--- src/rtl/mod_swapchain_pkg.sv ---
// Shared types for the modulation segment-swap controller: transition modes,
// swapchain states and the infinite-repeat marker.
package mod_swapchain_pkg;

    localparam int NUM_SEGMENT = 2;

    typedef logic [7:0] transition_mode_t;

    localparam transition_mode_t TRANSITION_MODE_SYNC_IDX = 8'h00;
    localparam transition_mode_t TRANSITION_MODE_SYS_TIME = 8'h01;
    localparam transition_mode_t TRANSITION_MODE_GPIO     = 8'h02;
    localparam transition_mode_t TRANSITION_MODE_EXT      = 8'hF0;

    typedef logic [1:0] swapchain_state_t;

    localparam swapchain_state_t SWAPCHAIN_INFINITE   = 2'd0;
    localparam swapchain_state_t SWAPCHAIN_WAIT_START = 2'd1;
    localparam swapchain_state_t SWAPCHAIN_FINITE     = 2'd2;
    localparam swapchain_state_t SWAPCHAIN_STOPPED    = 2'd3;

    localparam logic [15:0] REP_INFINITE = 16'hFFFF;

    function automatic logic is_infinite(input logic [15:0] rep);
        return rep == REP_INFINITE;
    endfunction

endpackage

--- src/rtl/mod_swapchain_start_cond.sv ---
// Start-condition evaluation for a pending finite request, including the
// GPIO rising-edge detector.
module swapchain_start_cond
    import mod_swapchain_pkg::*;
(
    input  logic             clk_i,
    input  logic             rst_n_i,
    input  logic [63:0]      sys_time_i,
    input  logic [3:0]       gpio_i,
    input  transition_mode_t mode_i,
    input  logic [63:0]      value_i,
    input  logic             req_wrap_i,
    output logic             start_o
);

    logic [3:0] gpio_q;
    logic [3:0] gpio_d;
    logic [3:0] gpio_rise;

    assign gpio_d    = gpio_i;
    assign gpio_rise = gpio_i & ~gpio_q;

    always_ff @(posedge clk_i) begin
        if (!rst_n_i) begin
            gpio_q <= '0;
        end else begin
            gpio_q <= gpio_d;
        end
    end

    // Unknown mode codes fall back to index-wrap synchronisation.
    always_comb begin
        start_o = 1'b0;
        case (mode_i)
            TRANSITION_MODE_SYS_TIME: start_o = (sys_time_i >= value_i);
            TRANSITION_MODE_GPIO:     start_o = gpio_rise[value_i[1:0]];
            TRANSITION_MODE_EXT:      start_o = 1'b1;
            default:                  start_o = req_wrap_i;
        endcase
    end

endmodule

--- src/rtl/mod_swapchain.sv ---
// Segment-swap controller: selects the active modulation segment, counts
// finite loops and raises STOP when a finite sequence completes.
//
// state      | meaning
// INFINITE   | active segment runs indefinitely
// WAIT_START | finite request latched, waiting for its start condition
// FINITE     | counting wraps of the active segment
// STOPPED    | finite sequence complete, IDX frozen until the next UPDATE
module mod_swapchain
    import mod_swapchain_pkg::*;
#(
    parameter int NumSegment = NUM_SEGMENT,
    parameter int IdxWidth   = 15
) (
    input  logic                CLK,
    input  logic                RESET_N,
    input  logic [63:0]         SYS_TIME,
    input  logic                UPDATE,
    input  logic                REQ_RD_SEGMENT,
    input  logic [15:0]         REP,
    input  logic [7:0]          TRANSITION_MODE,
    input  logic [63:0]         TRANSITION_VALUE,
    input  logic [3:0]          GPIO_IN,
    input  logic [IdxWidth-1:0] IDX0,
    input  logic [IdxWidth-1:0] IDX1,
    output logic                SEGMENT,
    output logic [IdxWidth-1:0] IDX,
    output logic                STOP
);

    swapchain_state_t    state_q, state_d;
    logic                segment_q, segment_d;
    logic                stop_q, stop_d;
    logic [IdxWidth-1:0] idx_q, idx_d;
    logic [15:0]         loop_cnt_q, loop_cnt_d;

    logic                req_seg_q, req_seg_d;
    logic [15:0]         rep_q, rep_d;
    transition_mode_t    mode_q, mode_d;
    logic [63:0]         value_q, value_d;

    logic [IdxWidth-1:0] idx_in     [NumSegment];
    logic [IdxWidth-1:0] idx_prev_q [NumSegment];
    logic [NumSegment-1:0] wrap;
    logic                start;
    logic                idx_hold;

    assign idx_in[0] = IDX0;
    assign idx_in[1] = IDX1;

    // A segment wraps when its index falls below the value seen last cycle.
    always_comb begin
        wrap = '0;
        for (int s = 0; s < NumSegment; s++) begin
            wrap[s] = (idx_in[s] < idx_prev_q[s]);
        end
    end

    swapchain_start_cond u_start_cond (
        .clk_i      (CLK),
        .rst_n_i    (RESET_N),
        .sys_time_i (SYS_TIME),
        .gpio_i     (GPIO_IN),
        .mode_i     (mode_q),
        .value_i    (value_q),
        .req_wrap_i (wrap[req_seg_q]),
        .start_o    (start)
    );

    always_comb begin
        state_d    = state_q;
        segment_d  = segment_q;
        stop_d     = stop_q;
        loop_cnt_d = loop_cnt_q;
        req_seg_d  = req_seg_q;
        rep_d      = rep_q;
        mode_d     = mode_q;
        value_d    = value_q;
        idx_hold   = 1'b0;

        // A new request always takes priority over a coincident wrap or start.
        if (UPDATE) begin
            stop_d = 1'b0;
            if (is_infinite(REP)) begin
                segment_d = REQ_RD_SEGMENT;
                state_d   = SWAPCHAIN_INFINITE;
            end else begin
                req_seg_d = REQ_RD_SEGMENT;
                rep_d     = REP;
                mode_d    = TRANSITION_MODE;
                value_d   = TRANSITION_VALUE;
                state_d   = SWAPCHAIN_WAIT_START;
            end
        end else begin
            case (state_q)
                SWAPCHAIN_WAIT_START: begin
                    if (start) begin
                        segment_d  = req_seg_q;
                        loop_cnt_d = '0;
                        stop_d     = 1'b0;
                        state_d    = SWAPCHAIN_FINITE;
                    end
                end
                SWAPCHAIN_FINITE: begin
                    if (wrap[segment_q]) begin
                        if (loop_cnt_q == rep_q) begin
                            if (mode_q == TRANSITION_MODE_EXT) begin
                                segment_d  = ~segment_q;
                                loop_cnt_d = '0;
                            end else begin
                                // idx_q still holds the last pre-wrap sample.
                                stop_d   = 1'b1;
                                idx_hold = 1'b1;
                                state_d  = SWAPCHAIN_STOPPED;
                            end
                        end else begin
                            loop_cnt_d = loop_cnt_q + 16'd1;
                        end
                    end
                end
                SWAPCHAIN_STOPPED: begin
                    idx_hold = 1'b1;
                end
                default: begin
                end
            endcase
        end

        idx_d = idx_hold ? idx_q : idx_in[segment_q];
    end

    always_ff @(posedge CLK) begin
        if (!RESET_N) begin
            state_q    <= SWAPCHAIN_INFINITE;
            segment_q  <= 1'b0;
            stop_q     <= 1'b0;
            idx_q      <= '0;
            loop_cnt_q <= '0;
            req_seg_q  <= 1'b0;
            rep_q      <= '0;
            mode_q     <= TRANSITION_MODE_SYNC_IDX;
            value_q    <= '0;
            for (int s = 0; s < NumSegment; s++) begin
                idx_prev_q[s] <= '0;
            end
        end else begin
            state_q    <= state_d;
            segment_q  <= segment_d;
            stop_q     <= stop_d;
            idx_q      <= idx_d;
            loop_cnt_q <= loop_cnt_d;
            req_seg_q  <= req_seg_d;
            rep_q      <= rep_d;
            mode_q     <= mode_d;
            value_q    <= value_d;
            for (int s = 0; s < NumSegment; s++) begin
                idx_prev_q[s] <= idx_in[s];
            end
        end
    end

    assign SEGMENT = segment_q;
    assign IDX     = idx_q;
    assign STOP    = stop_q;

endmodule

--- config.mk ---
export PLATFORM = sky130hd
export DESIGN_NAME = mod_swapchain
export DESIGN_NICKNAME = d
export VERILOG_FILES = /design/src/rtl/mod_swapchain_pkg.sv /design/src/rtl/mod_swapchain_start_cond.sv /design/src/rtl/mod_swapchain.sv
export SDC_FILE = /design/constraint.sdc
export NUM_CORES = 1
export LEC_CHECK = 0
export ABC_AREA = 1
export BUFFER_PORTS_ARGS = -buffer_cell sky130_fd_sc_hd__buf_2
export CAP_MARGIN = 15
export CORE_AREA = 2 2 108 188
export CTS_BUF_LIST = sky130_fd_sc_hd__clkbuf_8
export DETAILED_ROUTE_END_ITERATION = 12
export DIE_AREA = 0 0 110 190
export GPL_TIMING_DRIVEN = 0
export PLACE_DENSITY_LB_ADDON = 0.05
export SYNTH_ARGS = -nofsm -noshare
export SYNTH_HDL_FRONTEND = slang
export SYNTH_SLANG_ARGS = --single-unit
--- constraint.sdc ---
create_clock -name CLK -period 2.13 [get_ports CLK]
set_clock_uncertainty 0.05 [all_clocks]
set_input_delay 0.426 -clock CLK [delete_from_list [all_inputs] [get_ports CLK]]
set_output_delay 0.426 -clock CLK [all_outputs]
set_load 0.01 [all_outputs]
== Word level (Yosys, flattened, before mapping) ==
Memory sizes are Yosys's and may differ from the RTL's.
Cells that the tools add are included.
Cells by class
  mux-type cells: 43
  $add $sub $neg: 1
  eq/ne operators: 19
  reduce and logical (&&, ||, !) cells: 8
  bitwise gates (word level): 9
  $lt $le $gt $ge: 7
Operator list (number)
  15-bit two-way mux: 5
  64-bit >= comparator: 1
  16-bit two-way mux: 4
  16-bit one-hot mux with 2 select lines: 1
  15-bit < comparator: 2
  1-bit two-way mux: 22
  3-bit != test, second input constant: 6
  16-bit by 1-bit adder with 16-bit output, second input constant: 1
  16-bit equality test: 1
  16-bit equality test, second input constant: 1
  5-bit AND reduction: 3
  2-bit two-way mux: 5
  8-bit by 1-bit equality test with 1-bit output, second input constant: 1
  8-bit by 2-bit equality test with 1-bit output, second input constant: 1
  8-bit equality test, second input constant: 1
  2-bit != test, second input constant: 4
  1-bit one-hot mux with 2 select lines: 3
  6-bit AND reduction: 1
  4-bit bitwise AND: 1
  2-bit equality test, second input constant: 2
  1-bit by 2-bit < comparator with 1-bit output, second input constant: 2
  1-bit NOT: 4
  4-bit NOT: 1
  2-bit one-hot mux with 2 select lines: 1
  12 further kinds: 13
Word-level totals
  input bits: 190
  memories: 1
  logic and storage cells: 98
  output and inout bits: 17
  register bits: 128
  memory bits (writable): 30
Memory list
  idx_prev_q: words 2, bits a word 15, rd ports 2, clocked after Yosys merged registers in 0, write ports 2, line mod_swapchain.sv:43  | logic [IdxWidth-1:0] idx_prev_q [NumSegment];

== Longest topological paths before layout ==
Gate-level depths: netlist of the first run.
  depth after elaboration: 8
  depth in mapped cells: 23
  gate-level depth less buffers: 22

== By module ==
A second synthesis of the first run with hierarchy kept.
Second synthesis, totals
  cell total of the unflattened synthesis: 1336
  area total of the unflattened synthesis: 9064.9 um^2
Modules (own cells, without submodules)
  mod_swapchain: seq. area each 3083.0 um^2, instances 1, area an instance 7098.1 um^2, cells an instance 1016
  swapchain_start_cond: seq. area each 80.1 um^2, instances 1, area an instance 1966.9 um^2, cells an instance 320

== Worst setup path after synthesis of the first run ==
Ideal clock, no wire load.
  kind: input to register
  start: input SYS_TIME[31]
  end: register loop_cnt_q[11]
  data required time: 1.964 ns
  setup time: 0.116 ns
  arrival time: 1.912 ns
  setup slack: 0.052 ns
  stages on the path: 17
  buffers on the path: 1
  cells stage by stage: ha_1 nand2_1 nor2_2 nand2_1 nor2_1 nand2_1 nand3_1 nor2_1 nand2_1 nand2_1 nand2_1 nand2_1 nand3_2 nand2_2 buf_4 a21oi_1 nor2_1
Between the ends
  word-level cells in the longest chain between the ends: 4
RTL lines
  start: declaration: line mod_swapchain.sv:17  | input logic [63:0] SYS_TIME,
  64-bit >= comparator: line mod_swapchain_start_cond.sv:35  | TRANSITION_MODE_SYS_TIME: start_o = (sys_time_i >= value_i);
  1-bit one-hot mux with 3 select lines: line mod_swapchain_start_cond.sv:34  | case (mode_i)
  2-bit != test (no source line)
  5-bit AND reduction (no source line)
  end signal: assignment: line mod_swapchain.sv:151  | loop_cnt_q <= loop_cnt_d;
  end: declaration: line mod_swapchain.sv:35  | logic [15:0] loop_cnt_q, loop_cnt_d;
No other way between the ends.
A chain may end at the register's enable or synchronous reset.

== Final worst setup path of the first run ==
  start: register value_q[57]
  end: register loop_cnt_q[6]
Between the ends
  word-level cells in the longest chain between the ends: 4
RTL lines
  start: declaration: line mod_swapchain.sv:40  | logic [63:0] value_q, value_d;
  start signal: assignment: line mod_swapchain.sv:155  | value_q <= value_d;
  64-bit >= comparator: line mod_swapchain_start_cond.sv:35
  1-bit one-hot mux with 3 select lines: line mod_swapchain_start_cond.sv:34
  2-bit != test (no source line)
  5-bit AND reduction (no source line)
No other way between the ends.

==> results of run 1 <==
-- worst max-delay path, stage by stage (launching register included) --
cell	delay, ps
dfxtp_1	310
inv_1	50
ha_1	290
nand4_1	150
nor2_1	150
nand4_1	140
nor3b_2	220
nand2_2	90
nand2_4	90
nand2_4	60
nand3_4	110
nand2_4	90
inv_4	80
buf_6	130
nand2_1	50
a21oi_1	130
-- cells by family (layout without fill, tap and decap cells) --
| kind of cell | count (synthesis) | count (layout) | synth area share, % |
|---|---|---|---|
| simple gates | 400 | 400 | 19.9 |
| compound gates | 281 | 281 | 16.8 |
| buf+inv | 225 | 472 | 10.9 |
| flops | 158 | 158 | 36.9 |
| fa+ha+maj | 93 | 93 | 13.6 |
| xor+xnor | 19 | 19 | 1.94 |
| other cells | 0 | 3 | 0 |
-- cells in the mapped netlist (5+ instances only) --
library cell	number	area, sq um
nand3_1	25	125
clkbuf_1	20	75.1
ha_1	93	1160
xnor2_1	15	131
nand4_1	18	113
inv_1	176	661
dfxtp_1	158	3160
nor4_1	5	31.3
nand2_1	202	758
buf_6	8	90.1
o21ai_1	40	200
o21ai_0	93	465
buf_2	14	70.1
nor2_1	117	439
a21oi_1	136	681
nor3_1	13	65.1
-- per-layer routing --
| layer | GRT usage (%) | vias to the layer above | wire [um] |
|---|---|---|---|
| li1 | - | 4296 | - |
| met1 | 23.0 | 3787 | 9490 |
| met2 | 43.5 | 166 | 13500 |
| met3 | 4.86 | 31 | 1070 |
| met4 | 9.20 | 0 | 585 |
| met5 | 0 | - | 0 |
-- power groups by stage --
stage / clock network (mW) / registers (mW) / logic (mW)
detailed placement: 0 / 3.29 / 1.30
CTS: 2.31 / 3.23 / 1.38
global placement: 0 / 3.29 / 1.28
floorplan: 0 / 3.29 / 0.815
global route: 2.42 / 3.26 / 1.74
finish: 2.24 / 3.24 / 1.54
-- path summary, 6_finish.rpt --
check,endpoint,from,cells after the start
hold / removal,u_start_cond.gpio_q[0],GPIO_IN[0],3
setup reg to reg,loop_cnt_q[6],value_q[57],15
hold reg to reg,value_q[40],value_q[40],2
setup / recovery,loop_cnt_q[6],value_q[57],15
-- area by class of cell --
class | instances | area [sq um]
Timing Repair Buffer | 217 | 1140
Clock buffer | 21 | 289
Clock inverter | 10 | 97.6
Antenna cell | 3 | 7.51
Fill cell | 1944 | 8250
Buffer | 43 | 265
Tap cell | 245 | 307
Sequential cell | 158 | 3190
Multi-Input combinational cell | 793 | 5240
Inverter | 181 | 689
-- flip-flops by register name (all words and copies together) (netlist names) --
| register | flops |
|---|---|
| IDX | 15 |
| mode_q | 8 |
| state_q | 2 |
| u_start_cond.gpio_q | 4 |
| idx_prev_q | 30 |
| rep_q | 16 |
| value_q | 64 |
| SEGMENT | 1 |
| STOP | 1 |
| loop_cnt_q | 16 |
| req_seg_q | 1 |
-- stage by stage --
step | instances | utilization, % | total power, mW | setup slack, ps
after floorplan | 1176 | - | 4.10 | 52.1
after global placement | 1627 | 50.9 | 4.57 | -499
after detailed placement | 1627 | 50.9 | 4.59 | -499
after CTS | 1665 | 54.3 | 6.92 | -102
after global routing | 1670 | 57.6 | 7.42 | -294
final | 1671 | 57.6 | 7.03 | -138
-- repair_timing --
action | CTS | global route
hold buffers | 0 | 0
buffers inserted | 7 | 2
setup endpoints to repair | 35 | 35
pin swaps | 11 | 46
cloned | 1 | 1
resized for setup | 58 | 130
==> results.sh, run 1 <==
export IMPL_status="finished with violations"
export IMPL_violations="negative setup slack"
export IMPL_cts_tree="yes"
export IMPL_synth_distinct_cells=41
export IMPL_cp_arrival_ps=2610
export IMPL_root_buffer="clkbuf_8"
export IMPL_post_dp_cell_area_sq_mm=0.00991
export IMPL_avgSynthCellArea_sq_um=7.29
export IMPL_vias_per_cell=4.96
export IMPL_clk_latency_ps=460
export IMPL_min_path_type="in -> reg"
export IMPL_p_sw_share_pct=29.4
export IMPL_cts_buffer_depth=2
export IMPL_die_w_um=110
export IMPL_grt_start_max_net_pins=17
export IMPL_final_cell_mix="219 x buf_2, 177 x nand2_1, 165 x inv_1"
export IMPL_power_leakage_nw=5.24
export IMPL_timing_final_crit_share_pct=106
export IMPL_grt_first_pass_wirelength_um=36700
export IMPL_syn_inst=1176
export IMPL_ant_nets=0
export IMPL_initial_core_util_pct=44.0
export IMPL_fin_area_sq_mm=0.0112
export IMPL_power_frac_comb_pct=22.0
export IMPL_final_common_cell="buf_2"
export IMPL_clkPwrFrac_pct=32.0
export IMPL_finalSetupTns_ps=-1960
export IMPL_synthFlopType="dfxtp_1"
export IMPL_drt_iter0_drc=261
export IMPL_relSlewSlack_pct=40.1
export IMPL_cts_clk_slew_worst_paths_ps=80
export IMPL_rsz0062_at_grt="yes"
export IMPL_finalWeightedCongestion=0.835
export IMPL_drc=0
export IMPL_end_kind="register"
export IMPL_nNetsFinal=1694
export IMPL_layout_min_cycle_time_ps=2270
export IMPL_fmax_ghz=0.441
export IMPL_worst_path_max_fanout=5
export IMPL_syn_area_sq_mm=0.00857
export IMPL_finalHoldViolations=0
export IMPL_irDropWorstVdd_mv=0.541
export IMPL_globalRouteOverflowTotal=0
export IMPL_track_usage_pct=22.8
export IMPL_dieArea_sq_mm=0.0209
export IMPL_hold_ws_ps=107
export IMPL_wl_per_cell_um=14.7
export IMPL_area_growth_synth_to_final_pct=31.0
export IMPL_grt_pass1_vias=7959
export IMPL_numCtsBuffers=17
export IMPL_clock_sink_count=158
export IMPL_syn_nets=1459
export IMPL_routed_wl_um=24600
export IMPL_die_h_um=190
export IMPL_async_reset_ff_share_pct=0
export IMPL_synth_edf_count=0
export IMPL_worstPathRequired_ps=2470
export IMPL_coreArea_sq_mm=0.0195
export IMPL_critPathKind="reg -> reg"
export IMPL_p_switching_mw=2.07
export IMPL_ys_seq_area_share_pct=36.9
export IMPL_route_vias_total=8280
export IMPL_worst_slew_pin_slew_ps=898
export IMPL_drv_slew=0
export IMPL_fin_ws_ps=-138
export IMPL_p_seq_share_pct=46.1
export IMPL_htreeDepth=4
export IMPL_cap_violations=0
export IMPL_p_per_area_mw_per_mm2=626
export IMPL_intPower_mw=4.96
export IMPL_hpwlAfterDp_um=18500
export IMPL_ys_seq_elements=158
export IMPL_port_buffers=206
export IMPL_setup_violations=23
export IMPL_cp_start_kind="register"
export IMPL_drive_gt1_share_pct=30.9
export IMPL_ys_warn_count=0
export IMPL_firstDrtPassIters=6
export IMPL_antenna_found_initial=3
export IMPL_fp_row_count=68
export IMPL_reg2reg_slack_ps=-140
export IMPL_ios=207
Power figures use the tool's default switching activity.
==> run 2: changes to the inputs <==
- PLACE_DENSITY: default -> 0.83
- PLACE_DENSITY_LB_ADDON: 0.05 -> default
==> run 2 against run 1 <==
The run still ends with negative setup slack left. Setup slack worse by 74 ps. Critical path depth stayed put. Hold slack worse by 27 ps. Via count is 8.6% higher. Clock-buffer cell count is 3 lower. Sequential share of layout area is 0.42 points lower. Critical endpoint is now loop_cnt_q[2]. Highest routed layer is now met5.
==> results.sh, run 2 (synthesis results as in run 1) <==
export IMPL_status="finished with violations"
export IMPL_violations="negative setup slack"
export IMPL_rsz0062_at_grt="yes"
export IMPL_setup_violations=34
export IMPL_worst_slew_pin_slew_ps=767
export IMPL_wl_per_cell_um=16.4
export IMPL_worst_path_max_fanout=5
export IMPL_route_vias_total=8990
export IMPL_total_power_mw=7.25
export IMPL_nNetsFinal=1705
export IMPL_crit_family="simple AND/OR/NAND/NOR gates"
export IMPL_cts_clk_slew_worst_paths_ps=100
export IMPL_timing_final_crit_share_pct=110
export IMPL_fillCellCount=1648
export IMPL_routed_wl_um=27600
export IMPL_track_usage_pct=24.5
export IMPL_finalWeightedCongestion=0.908
export IMPL_ios=207
export IMPL_worstPathRequired_ps=2500
export IMPL_critPathSlowestCell="dfxtp_2"
export IMPL_htreeDepth=4
export IMPL_p_per_area_mw_per_mm2=635
export IMPL_grt_start_max_net_pins=17
export IMPL_drive_gt1_share_pct=33.2
export IMPL_critPathBufInv=3
export IMPL_power_leakage_nw=5.27
export IMPL_initial_core_util_pct=44.0
export IMPL_antenna_found_initial=7
export IMPL_cts_buffer_depth=2
export IMPL_largest_reg_flops=64
export IMPL_final_cell_mix="219 x buf_2, 175 x nand2_1, 157 x inv_1"
export IMPL_finalHoldViolations=0
export IMPL_cap_violations=0
export IMPL_die_h_um=190
export IMPL_drt_iter0_drc=677
export IMPL_layout_min_cycle_time_ps=2340
export IMPL_fp_row_count=68
export IMPL_area_growth_synth_to_final_pct=33.3
export IMPL_drc=0
export IMPL_crit_top_cell="nand2_2"
export IMPL_grt_first_pass_wirelength_um=39700
export IMPL_end_kind="register"
export IMPL_p_seq_share_pct=44.7
export IMPL_ant_nets=0
export IMPL_p_switching_mw=2.31
export IMPL_fmax_ghz=0.427
export IMPL_cp_start_kind="register"
export IMPL_vias_per_cell=5.34
export IMPL_clkPwrFrac_pct=32.9
export IMPL_clock_sink_count=158
export IMPL_min_path_type="in -> reg"
export IMPL_power_frac_comb_pct=22.4
export IMPL_clk_latency_ps=490
export IMPL_drv_slew=0
export IMPL_cp_arrival_ps=2710
export IMPL_fin_ws_ps=-212
export IMPL_globalRouteOverflowTotal=0
export IMPL_top_regs="value_q: 64 flops, idx_prev_q: 30 flops"
export IMPL_root_buffer="clkbuf_8"
export IMPL_port_buffers=206
export IMPL_cpPeakStageDelay_ps=350
export IMPL_finalSetupTns_ps=-4110
export IMPL_relSlewSlack_pct=48.9
export IMPL_final_common_cell="buf_2"
export IMPL_p_sw_share_pct=31.8
export IMPL_die_w_um=110
export IMPL_coreArea_sq_mm=0.0195
export IMPL_critPathKind="reg -> reg"
export IMPL_top_register="value_q"
export IMPL_intPower_mw=4.95
export IMPL_cts_tree="yes"
export IMPL_irDropWorstVdd_mv=0.479
export IMPL_hpwlAfterDp_um=18900
export IMPL_dieArea_sq_mm=0.0209
export IMPL_numCtsBuffers=17
export IMPL_firstDrtPassIters=8
export IMPL_crit_chain="inv_2, ha_4, nand4_1, nor2_2, nand4_1, nor3b_2, nand2_2, nand2_2, nand2_2, nand3_4, nand2_4, inv_4, buf_6, nand2_2, a21oi_2"
export IMPL_hold_ws_ps=79.1
export IMPL_grt_pass1_vias=8843
run 2: changes by cell type in the layout (fill, tap and decap cells not counted), moves of 5 or more:
cell,before,now
buf_4,8,15
dfxtp_1,137,131
dfxtp_2,21,27
ha_1,61,56
ha_4,32,37
inv_1,165,157
inv_2,18,23
inv_6,0,5
nand2_2,23,28
nor2_1,110,100
nor2_2,7,16
o21ai_1,28,40
o21ai_2,21,13
run 2: timing repair:
action	in CTS	in global routing
pin swaps	40	33
hold buffers	0	0
gates resized for setup	95	120
setup endpoints to repair	34	35
cloned	2	0
setup buffers	15	4
run 2: worst min-delay path: stages:
cell,delay [ps]
buf_2,90
nand2_1,40
inv_1,40
run 2: final timing paths:
kind         slack [ps]        start                endpoint  cells after the start
min                  80   GPIO_IN[2]  u_start_cond.gpio_q[2]                      3
min reg2reg         410  value_q[10]             value_q[10]                      2
max reg2reg        -210  value_q[59]           loop_cnt_q[2]                     15
max                -210  value_q[59]           loop_cnt_q[2]                     15
run 2: area by class of cell:
cell class                 instances  area (sq um)  area share [%]
antenna                            5          12.5           0.110
buffer                            44           274            2.40
clock buffer                      18           248            2.17
clock inverter                    14           159            1.39
inverter                         181           689            6.03
multi-input combinational        793          5300            46.4
sequential                       158          3200            28.0
tap                              245           307            2.68
timing repair buffer             227          1240            10.9
run 2: power by group through the flow:
stage / logic (mW) / clock network (mW) / registers [mW]
floorplan: 0.815 / 0 / 3.29
global placement: 1.25 / 0 / 3.29
detailed placement: 1.29 / 0 / 3.30
CTS: 1.43 / 2.40 / 3.23
global route: 1.81 / 2.52 / 3.26
finish: 1.62 / 2.39 / 3.25
run 2: metal layers:
layer,GRT usage (%),vias to the layer above,routed length (um)
li1,-,4319,-
met1,22.7,4125,9300
met2,47.0,400,15000
met3,4.69,142,1640
met4,14.8,4,1610
met5,0,-,27
run 2: stage by stage:
stage,cell area (sq um),worst slack (ps),std cells,utilization [%]
after CTS,10900,-108,1676,56.1
final,11400,-212,1685,58.6
after global routing,11400,-336,1685,58.6
after global placement,9910,-493,1627,50.9
after detailed placement,9910,-530,1627,50.9
after floorplan,8570,52.1,1176,-
==> run 3: changes to the inputs <==
- BUFFER_PORTS_ARGS: -buffer_cell sky130_fd_sc_hd__buf_2 -> default
- DONT_BUFFER_PORTS: default -> 1
- PLACE_DENSITY: 0.83 -> 0.73
==> run 3 against run 2 <==
Largest cell class unchanged. Hold slack worse by 48 ps. Combinational power down 20%. Utilization down 5.9 points. Final area down 10%. Clock power down 7%. Total power down 6.8%. Via count down 12%. The flow still finishes with violations (negative setup slack). Critical path depth up 1. Sequential power about the same.
==> results.sh, run 3 (synthesis results as in run 1) <==
export IMPL_status="finished with violations"
export IMPL_violations="negative setup slack"
export IMPL_cts_buffer_depth=2
export IMPL_root_buffer="clkbuf_8"
export IMPL_p_per_area_mw_per_mm2=658
export IMPL_grt_start_max_net_pins=17
export IMPL_grt_first_pass_wirelength_um=38200
export IMPL_p_seq_share_pct=48.1
export IMPL_clkPwrFrac_pct=32.9
export IMPL_total_power_mw=6.76
export IMPL_crit_family="compound AO/OA/AOI/OAI gates"
export IMPL_cpPeakStageDelay_ps=330
export IMPL_finalHoldViolations=0
export IMPL_port_buffers=0
export IMPL_final_common_cell="nand2_1"
export IMPL_worst_path_max_fanout=5
export IMPL_critPathBufInv=4
export IMPL_power_leakage_nw=4.53
export IMPL_cts_tree="yes"
export IMPL_route_vias_total=7930
export IMPL_coreArea_sq_mm=0.0195
export IMPL_layout_min_cycle_time_ps=2280
export IMPL_hold_ws_ps=31.6
export IMPL_drt_iter0_drc=413
export IMPL_vias_per_cell=5.28
export IMPL_cap_violations=0
export IMPL_clk_latency_ps=480
export IMPL_dieArea_sq_mm=0.0209
export IMPL_fmax_ghz=0.439
export IMPL_globalRouteOverflowTotal=0
export IMPL_critPathSlowestCell="dfxtp_2"
export IMPL_p_switching_mw=2.08
export IMPL_clock_sink_count=158
export IMPL_relSlewSlack_pct=57.8
export IMPL_rsz0062_at_grt="yes"
export IMPL_die_w_um=110
export IMPL_cp_arrival_ps=2600
export IMPL_ios=207
export IMPL_irDropWorstVdd_mv=0.589
export IMPL_drc=0
export IMPL_nNetsFinal=1526
export IMPL_fp_row_count=68
export IMPL_antenna_found_initial=2
export IMPL_cp_start_kind="register"
export IMPL_wl_per_cell_um=16.7
export IMPL_die_h_um=190
export IMPL_finalWeightedCongestion=0.877
export IMPL_final_cell_mix="183 x nand2_1, 171 x inv_1, 149 x dfxtp_1"
export IMPL_ant_nets=0
export IMPL_hpwlAfterDp_um=18200
export IMPL_critPathKind="reg -> reg"
export IMPL_track_usage_pct=23.9
export IMPL_timing_final_crit_share_pct=107
export IMPL_finalSetupTns_ps=-2810
export IMPL_area_growth_synth_to_final_pct=19.9
export IMPL_min_path_type="in -> reg"
export IMPL_dp_cells=1421
export IMPL_grt_pass1_vias=8082
export IMPL_initial_core_util_pct=44.0
export IMPL_routed_wl_um=25100
export IMPL_fin_ws_ps=-148
export IMPL_drv_slew=0
export IMPL_htreeDepth=4
export IMPL_setup_violations=34
export IMPL_largest_reg_flops=64
export IMPL_worstPathRequired_ps=2450
export IMPL_power_frac_comb_pct=19.1
export IMPL_crit_chain="inv_2, ha_4, buf_4, a21oi_1, o21ai_0, a21oi_1, nand2_1, a21oi_2, nand2_2, nand2_2, nand3_4, nand2_4, inv_4, buf_4, o21ai_1, nor2_1"
export IMPL_layout_cells_non_filler=1503
export IMPL_firstDrtPassIters=7
export IMPL_top_regs="value_q: 64 flops, idx_prev_q: 30 flops"
export IMPL_intPower_mw=4.68
export IMPL_cts_clk_slew_worst_paths_ps=100
export IMPL_worst_slew_pin_slew_ps=633
export IMPL_p_sw_share_pct=30.8
export IMPL_end_kind="register"
export IMPL_top_register="value_q"
export IMPL_numCtsBuffers=17
export IMPL_drive_gt1_share_pct=14.7
## run 3: path summary, 6_finish.rpt
check             slack [ps]           startpoint        endpoint  cells past startpoint
setup / recovery        -150          value_q[59]  loop_cnt_q[13]                     16
hold / removal            30  TRANSITION_VALUE[0]      value_q[0]                      2
setup reg to reg        -150          value_q[59]  loop_cnt_q[13]                     16
hold reg to reg          410          value_q[16]     value_q[16]                      2
## run 3: layout make-up
| cell class | count | area, sq um |
|---|---|---|
| Multi-Input combinational cell | 793 | 4980 |
| Buffer | 43 | 258 |
| Fill cell | 1820 | 9210 |
| Timing Repair Buffer | 49 | 480 |
| Clock inverter | 13 | 116 |
| Tap cell | 245 | 307 |
| Antenna cell | 2 | 5.00 |
| Inverter | 181 | 689 |
| Sequential cell | 158 | 3170 |
| Clock buffer | 19 | 262 |
## run 3: layer usage
layer  GRT usage [%]  wire [um]
met5               0          0
met4            11.2        949
met1            22.6       8910
met3            6.17       1440
met2            45.9      13800
## run 3: power groups by stage
stage	registers (mW)	clock network [mW]	logic [mW]
after global placement	3.31	0	1.01
after detailed placement	3.31	0	1.05
after floorplan	3.29	0	0.815
final	3.25	2.22	1.29
after global routing	3.27	2.35	1.47
after CTS	3.25	2.27	1.21
## run 3: stage by stage
| stage | setup WS, ps | area [sq um] | util, % |
|---|---|---|---|
| final | -148 | 10300 | 52.7 |
| after global routing | -264 | 10300 | 52.7 |
| after CTS | -133 | 10000 | 51.6 |
| after detailed placement | -369 | 8880 | 45.6 |
| after global placement | -329 | 8880 | 45.6 |
| after floorplan | 52.1 | 8570 | - |
## run 3: timing repair
action | CTS | global route
hold endpoints to repair | 34 | 0
endpoints found under the setup margin | 35 | 35
cloned | 2 | 0
resized for setup | 78 | 47
pin swaps | 32 | 22
buffers inserted | 11 | 2
hold buffers | 34 | 0
